## src/rtl/spi_seq_pkg.sv

```systemverilog
// Shared definitions for the SPI transfer sequencer.
// Register offsets, CTRL bit positions, FSM encoding and helpers.
package spi_seq_pkg;

    localparam logic [7:0] REG_RX0     = 8'h00;
    localparam logic [7:0] REG_TX0     = 8'h00;
    localparam logic [7:0] REG_CTRL    = 8'h10;
    localparam logic [7:0] REG_DIVIDER = 8'h14;
    localparam logic [7:0] REG_SS      = 8'h18;

    localparam int CTRL_GO     = 8;
    localparam int CTRL_RX_NEG = 9;
    localparam int CTRL_TX_NEG = 10;
    localparam int CTRL_LSB    = 11;
    localparam int CTRL_IE     = 12;
    localparam int CTRL_ASS    = 13;

    typedef enum logic [3:0] {
        ST_IDLE,
        ST_WR_DIV,
        ST_WR_SS,
        ST_WR_TX,
        ST_WR_CTRL,
        ST_POLL_A,
        ST_POLL_D,
        ST_RD_A,
        ST_RD_D,
        ST_RESP
    } seq_state_e;

    // L encodes L+1 bits, so L=31 yields all ones.
    function automatic logic [31:0] len_mask(input logic [4:0] len);
        return 32'hFFFF_FFFF >> (5'd31 - len);
    endfunction

    // mode is {lsb, tx_negedge, rx_negedge}
    function automatic logic [31:0] ctrl_word(
        input logic [4:0] len,
        input logic [2:0] mode
    );
        logic [31:0] w;
        w              = '0;
        w[6:0]         = 7'(len) + 7'd1;
        w[CTRL_GO]     = 1'b1;
        w[CTRL_RX_NEG] = mode[0];
        w[CTRL_TX_NEG] = mode[1];
        w[CTRL_LSB]    = mode[2];
        w[CTRL_IE]     = 1'b0;
        w[CTRL_ASS]    = 1'b1;
        return w;
    endfunction

endpackage

```

## src/rtl/spi_rr_arbiter.sv

```systemverilog
// Round-robin arbiter: search starts one past the last grant,
// pointer advances only when the grant is accepted.
module spi_rr_arbiter #(
    parameter int N_REQ = 4
) (
    input  logic             clk_i,
    input  logic             rst_ni,
    input  logic [N_REQ-1:0] req,
    input  logic             accept,
    output logic [N_REQ-1:0] gnt
);

    localparam int PW = (N_REQ > 1) ? $clog2(N_REQ) : 1;

    logic [PW-1:0] ptr_q;
    logic [PW-1:0] gnt_idx;
    logic          found;
    int            idx;

    always_comb begin
        gnt     = '0;
        gnt_idx = ptr_q;
        found   = 1'b0;
        idx     = 0;
        for (int k = 1; k <= N_REQ; k++) begin
            idx = int'(ptr_q) + k;
            if (idx >= N_REQ) idx = idx - N_REQ;
            if (!found && req[idx]) begin
                found    = 1'b1;
                gnt[idx] = 1'b1;
                gnt_idx  = PW'(idx);
            end
        end
    end

    always_ff @(posedge clk_i or negedge rst_ni) begin
        if (!rst_ni) begin
            ptr_q <= PW'(N_REQ - 1);
        end else if (accept && found) begin
            ptr_q <= gnt_idx;
        end
    end

endmodule

```

## src/rtl/spi_xfer_seq.sv

```systemverilog
// Transfer sequencer sharing one spi_core between N_REQ requesters.
// All outputs are registered and aligned with the state they belong to.
module spi_xfer_seq
    import spi_seq_pkg::*;
#(
    parameter int N_REQ = 4,
    parameter int SS_NB = 8
) (
    input  logic                   clk_i,
    input  logic                   rst_ni,
    input  logic [N_REQ-1:0]       req_valid_i,
    output logic [N_REQ-1:0]       req_ready_o,
    input  logic [N_REQ*SS_NB-1:0] req_ss_i,
    input  logic [N_REQ*5-1:0]     req_len_i,
    input  logic [N_REQ*32-1:0]    req_data_i,
    output logic [N_REQ-1:0]       rsp_valid_o,
    output logic [31:0]            rsp_data_o,
    input  logic [15:0]            cfg_divider_i,
    input  logic [2:0]             cfg_mode_i,
    output logic                   busy_o,
    output logic [7:0]             addr_o,
    output logic [31:0]            wdata_o,
    output logic [3:0]             be_o,
    output logic                   we_o,
    output logic                   re_o,
    input  logic [31:0]            rdata_i
);

    seq_state_e       state_q;
    logic [N_REQ-1:0] gnt;
    logic [N_REQ-1:0] own_q;
    logic             accept;
    logic [SS_NB-1:0] sel_ss, ss_q;
    logic [4:0]       sel_len, len_q;
    logic [31:0]      sel_data, data_q;
    logic [15:0]      div_q;
    logic [2:0]       mode_q;

    assign accept = (state_q == ST_IDLE) && (|req_valid_i);

    spi_rr_arbiter #(.N_REQ(N_REQ)) u_arb (
        .clk_i  (clk_i),
        .rst_ni (rst_ni),
        .req    (req_valid_i),
        .accept (accept),
        .gnt    (gnt)
    );

    always_comb begin
        sel_ss   = '0;
        sel_len  = '0;
        sel_data = '0;
        for (int i = 0; i < N_REQ; i++) begin
            if (gnt[i]) begin
                sel_ss   = req_ss_i[i*SS_NB +: SS_NB];
                sel_len  = req_len_i[i*5 +: 5];
                sel_data = req_data_i[i*32 +: 32];
            end
        end
    end

    always_ff @(posedge clk_i or negedge rst_ni) begin
        if (!rst_ni) begin
            state_q     <= ST_IDLE;
            own_q       <= '0;
            ss_q        <= '0;
            len_q       <= '0;
            data_q      <= '0;
            div_q       <= '0;
            mode_q      <= '0;
            req_ready_o <= '0;
            rsp_valid_o <= '0;
            rsp_data_o  <= '0;
            busy_o      <= 1'b0;
            addr_o      <= '0;
            wdata_o     <= '0;
            be_o        <= '0;
            we_o        <= 1'b0;
            re_o        <= 1'b0;
        end else begin
            req_ready_o <= '0;
            rsp_valid_o <= '0;
            rsp_data_o  <= '0;
            addr_o      <= '0;
            wdata_o     <= '0;
            be_o        <= '0;
            we_o        <= 1'b0;
            re_o        <= 1'b0;
            unique case (state_q)
                ST_IDLE: begin
                    if (|gnt) begin
                        req_ready_o <= gnt;
                        own_q       <= gnt;
                        ss_q        <= sel_ss;
                        len_q       <= sel_len;
                        data_q      <= sel_data;
                        div_q       <= cfg_divider_i;
                        mode_q      <= cfg_mode_i;
                        busy_o      <= 1'b1;
                        state_q     <= ST_WR_DIV;
                        we_o        <= 1'b1;
                        be_o        <= 4'hF;
                        addr_o      <= REG_DIVIDER;
                        wdata_o     <= {16'b0, cfg_divider_i};
                    end
                end
                ST_WR_DIV: begin
                    state_q <= ST_WR_SS;
                    we_o    <= 1'b1;
                    be_o    <= 4'hF;
                    addr_o  <= REG_SS;
                    wdata_o <= 32'(ss_q);
                end
                ST_WR_SS: begin
                    state_q <= ST_WR_TX;
                    we_o    <= 1'b1;
                    be_o    <= 4'hF;
                    addr_o  <= REG_TX0;
                    wdata_o <= data_q;
                end
                ST_WR_TX: begin
                    state_q <= ST_WR_CTRL;
                    we_o    <= 1'b1;
                    be_o    <= 4'hF;
                    addr_o  <= REG_CTRL;
                    wdata_o <= ctrl_word(len_q, mode_q);
                end
                ST_WR_CTRL: begin
                    state_q <= ST_POLL_A;
                    re_o    <= 1'b1;
                    addr_o  <= REG_CTRL;
                end
                ST_POLL_A: begin
                    state_q <= ST_POLL_D;
                end
                ST_POLL_D: begin
                    re_o <= 1'b1;
                    if (rdata_i[CTRL_GO]) begin
                        state_q <= ST_POLL_A;
                        addr_o  <= REG_CTRL;
                    end else begin
                        state_q <= ST_RD_A;
                        addr_o  <= REG_RX0;
                    end
                end
                ST_RD_A: begin
                    state_q <= ST_RD_D;
                end
                ST_RD_D: begin
                    state_q     <= ST_RESP;
                    rsp_valid_o <= own_q;
                    rsp_data_o  <= rdata_i & len_mask(len_q);
                end
                ST_RESP: begin
                    state_q <= ST_IDLE;
                    busy_o  <= 1'b0;
                end
                default: begin
                    state_q <= ST_IDLE;
                end
            endcase
        end
    end

endmodule

```

## config.mk

```make
export PLATFORM = sky130hd
export DESIGN_NAME = spi_xfer_seq
export DESIGN_NICKNAME = d
export VERILOG_FILES = /design/src/rtl/spi_seq_pkg.sv /design/src/rtl/spi_rr_arbiter.sv /design/src/rtl/spi_xfer_seq.sv
export SDC_FILE = /design/constraint.sdc
export NUM_CORES = 1
export LEC_CHECK = 0
export BUFFER_PORTS_ARGS = -buffer_cell sky130_fd_sc_hd__buf_2
export CORE_AREA = 2 2 127 129
export CTS_CLUSTER_DIAMETER = 30
export DETAILED_ROUTE_END_ITERATION = 12
export DIE_AREA = 0 0 129 131
export PLACE_DENSITY = 0.83
export SYNTH_ARGS = -nofsm -noshare
export SYNTH_HDL_FRONTEND = slang
export SYNTH_HIERARCHICAL = 1
export SYNTH_SLANG_ARGS = --single-unit
```

## constraint.sdc

```tcl
create_clock -name clk_i -period 4.8 [get_ports clk_i]
set_input_delay 0.96 -clock clk_i [delete_from_list [all_inputs] [get_ports clk_i]]
set_output_delay 0.96 -clock clk_i [all_outputs]
set_load 0.01 [all_outputs]
```

==> reports/metrics.yaml <==
cp.required_ns: 5.09
cts.reportedPaths.clkPinSlew_ns: 0.06
drive_above_1_share: 0.405
setup_viol: 0
critPathKind: "reg -> reg"
synth_top_area_share: 0.497
finalCritPeriodShare: 0.824
clockBufferDepth: 2
crit_path_end_kind: "flop"
ctsResizeCount: 0
drv_slew: 0
drtAntennaViolNets: 0
cts_setup_buffers: 0
post_drt_wl_per_cell_um: 18.4
critical_path_arrival_ns: 4.25
n_fill_cell: 1329
synth_seq_cells: 136
rsz0062_at_grt: "no"
synth_ff_type: "dfrtp_1"
gp_congestion: 0.861
yosys.area_share.adder: 0.0241
slowest_stage: "dfstp_2"
grt_use_total: 0.246
syn_area_sq_um: 6750
drtIter0Drc: 493
synthXorXnorAreaFrac: 0.00519
status: "finished clean"
critPathTopFamily: "simple AND/OR/NAND/NOR gates"
hold_viol: 0
ys_seq_area_frac: 0.505
ys_top_cells_by_area: "dfrtp_1 50%, a221oi_1 5.8%, nand2_1 4.7%, o31ai_1 4.5%, o22ai_1 4.2%"
dp.final_hpwl_mm: 15.9
cp_max_fo: 38
synth_cell_types: 63
cp_common_cell: "inv_2"
antenna_found_initial: 3
tightest_slew_ns: 0.926
fin_worst_skew_ns: 0.00807
grt_pass1_wl_mm: 31.4
synth_top_family_by_area: "compound AO/OA/AOI/OAI gates"
port_buffers: 318
slowest_delay_ns: 0.73
synthArstFlopShare: 1.00
yosys.area_share.simple: 0.146
netlist_instances: 656
placed_cell_area_sq_um: 8410
mostFrequentLayoutCells: "317 x buf_2, 134 x dfrtp_1, 84 x nand2_1"
ctsHoldBuffers: 0
cts_sinks: 136
layout_commonest_cell: "buf_2"
setup_tns_ns: 0
fin_total_pwr_w: 0.00656
drv_cap: 0
cp-start-kind: "flop"
grt_max_degree: 105
area_delta_synth_final_pct: 33.4
pwr_density_cell_nw_per_um2: 729
via_per_inst: 5.51
vias: 6480
synth_top_cell_by_area: "dfrtp_1"
path_buf_inv: 3
synth-edff-count: 0
die_w_um: 129
fin_area_sq_um: 9000
root_buffer: "clkbuf_16"
p_leak_nw: 4.66
grt_pass1_vias: 5849
cp_cell_sequence: "inv_2 -> ha_1 -> inv_1 -> mux2i_4 -> mux2i_1 -> a221o_1 -> or4_4 -> nand2_4 -> inv_2 -> a222oi_1 -> nor2_1"
relSlewSlack: 0.383
start_util: 0.433
coreArea_sq_um: 15600
rows: 46
synth_mux_area_frac: 0.0258
die_y_um: 131
ios: 324
fmaxAchievable_mhz: 253
syn_avg_cell_area_sq_um: 10.3
wl_mm: 21.6
ys_warn_count: 6
timing.final.crit_period_ns: 3.96
cts_tree: "built"
vdd_ir_drop_max_v: 0.000456
clkLatencyLatePin_ns: 0.42
route.detailed.drc: 0
synth_compound_area_frac: 0.233
final_nets: 1193
first_pass_iters: 7
dieArea_sq_um: 16900
grt-ovfl-total: 0
cts_buffers: 17
hp-class: "reg -> reg"
htree_levels: 4
-- per-layer routing --
layer  track usage  vias up  part of all wire
li1              -     3010                 -
met1         0.347     3098              0.44
met2         0.380      317              0.47
met3        0.0452       55             0.064
met4        0.0965        0             0.027
met5             0        -                 0
-- sequential cells by signal, indices dropped and copies added, names as in the netlist --
register / flops
data_q: 32
own_q: 4
rsp_data_o: 32
wdata_o: 32
req_ready_o: 4
be_o: 1
addr_o: 3
ss_q: 8
busy_o: 1
len_q: 5
u_arb/ptr_q: 2
state_q: 4
rsp_valid_o: 4
mode_q: 3
re_o: 1
-- worst min-delay path, delay by kind of cell (launching register included) --
kind | cells | cell delay (ns)
AO/OA/AOI/OAI | 1 | 0.05
flip-flops | 1 | 0.33
AND/OR/NAND/NOR | 1 | 0.05
-- power by group --
part / switching (W) / total, W / internal, W
sequential: 0.000293 / 0.00179 / 0.00150
combinational: 0.00218 / 0.00350 / 0.00132
clock: 0.000510 / 0.00127 / 0.000758
-- through the flow --
| stage | hold WS, ns | std cells | setup slack, ns | util |
|---|---|---|---|---|
| finish | 0.467 | 1175 | 0.844 | 0.577 |
| global route | 0.488 | 1174 | 0.560 | 0.577 |
| CTS | 0.472 | 1172 | 0.863 | 0.577 |
| detailed placement | 0.458 | 1140 | 0.605 | 0.539 |
| global placement | 0.452 | 1140 | 0.628 | 0.539 |
| floorplan | 0.440 | 660 | 1.33 | - |
-- final cells by class --
type | instances | area [sq um] | share of cell area
Timing Repair Buffer | 329 | 1690 | 0.188
Tap cell | 216 | 270 | 0.0300
Multi-Input combinational cell | 441 | 2970 | 0.330
Sequential cell | 136 | 3410 | 0.378
Clock buffer | 20 | 467 | 0.0519
Clock inverter | 12 | 119 | 0.0132
Antenna cell | 3 | 7.51 | 0.000834
Inverter | 18 | 67.6 | 0.00751
-- final timing paths --
kind,start,end,slack [ns],cells past startpoint
setup / recovery,u_arb/ptr_q[0]$_DFFE_PN1P_,wdata_o[6]$_DFF_PN0_,0.84,11
hold / removal,data_q[17]$_DFFE_PN0P_,data_q[17]$_DFFE_PN0P_,0.47,2
setup reg to reg,u_arb/ptr_q[0]$_DFFE_PN1P_,wdata_o[6]$_DFF_PN0_,0.84,11
hold reg to reg,data_q[17]$_DFFE_PN0P_,data_q[17]$_DFFE_PN0P_,0.47,2
max in group asynchronous,rst_ni,u_arb/ptr_q[0]$_DFFE_PN1P_,3.10,2
min in group asynchronous,rst_ni,wdata_o[23]$_DFF_PN0_,0.66,1
-- cell families after synthesis --
family                   count (synthesis)
adder cells (fa/ha/maj)                 13
multiplexers                            14
AND/OR/NAND/NOR                        190
XOR/XNOR                                 4
AO/OA/AOI/OAI                          215
flip-flops                             136
buffers and inverters                   83
other                                    1
-- synthesized netlist by cell type (all sizes together) (2+ instances only) --
cell,number
a31oi,2
inv,18
and2,29
a221o,3
buf,30
nand3,4
o2111ai,2
o21bai,2
o31ai,41
a21oi,16
or3b,2
a221oi,45
clkbuf,35
or3,5
and3,9
o211ai,2
o311a,5
o22ai,45
nor2b,7
or2,2
a21o,5
mux2i,6
a22oi,7
xnor2,3
o211a,3
dfrtp,134
nand2,85
and3b,4
nor2,23
nand3b,4
dfstp,2
nor4,2
o21ai,25
nor3b,6
mux2,7
ha,13
nor3,4
a22o,4
Power figures use the tool's default switching activity.
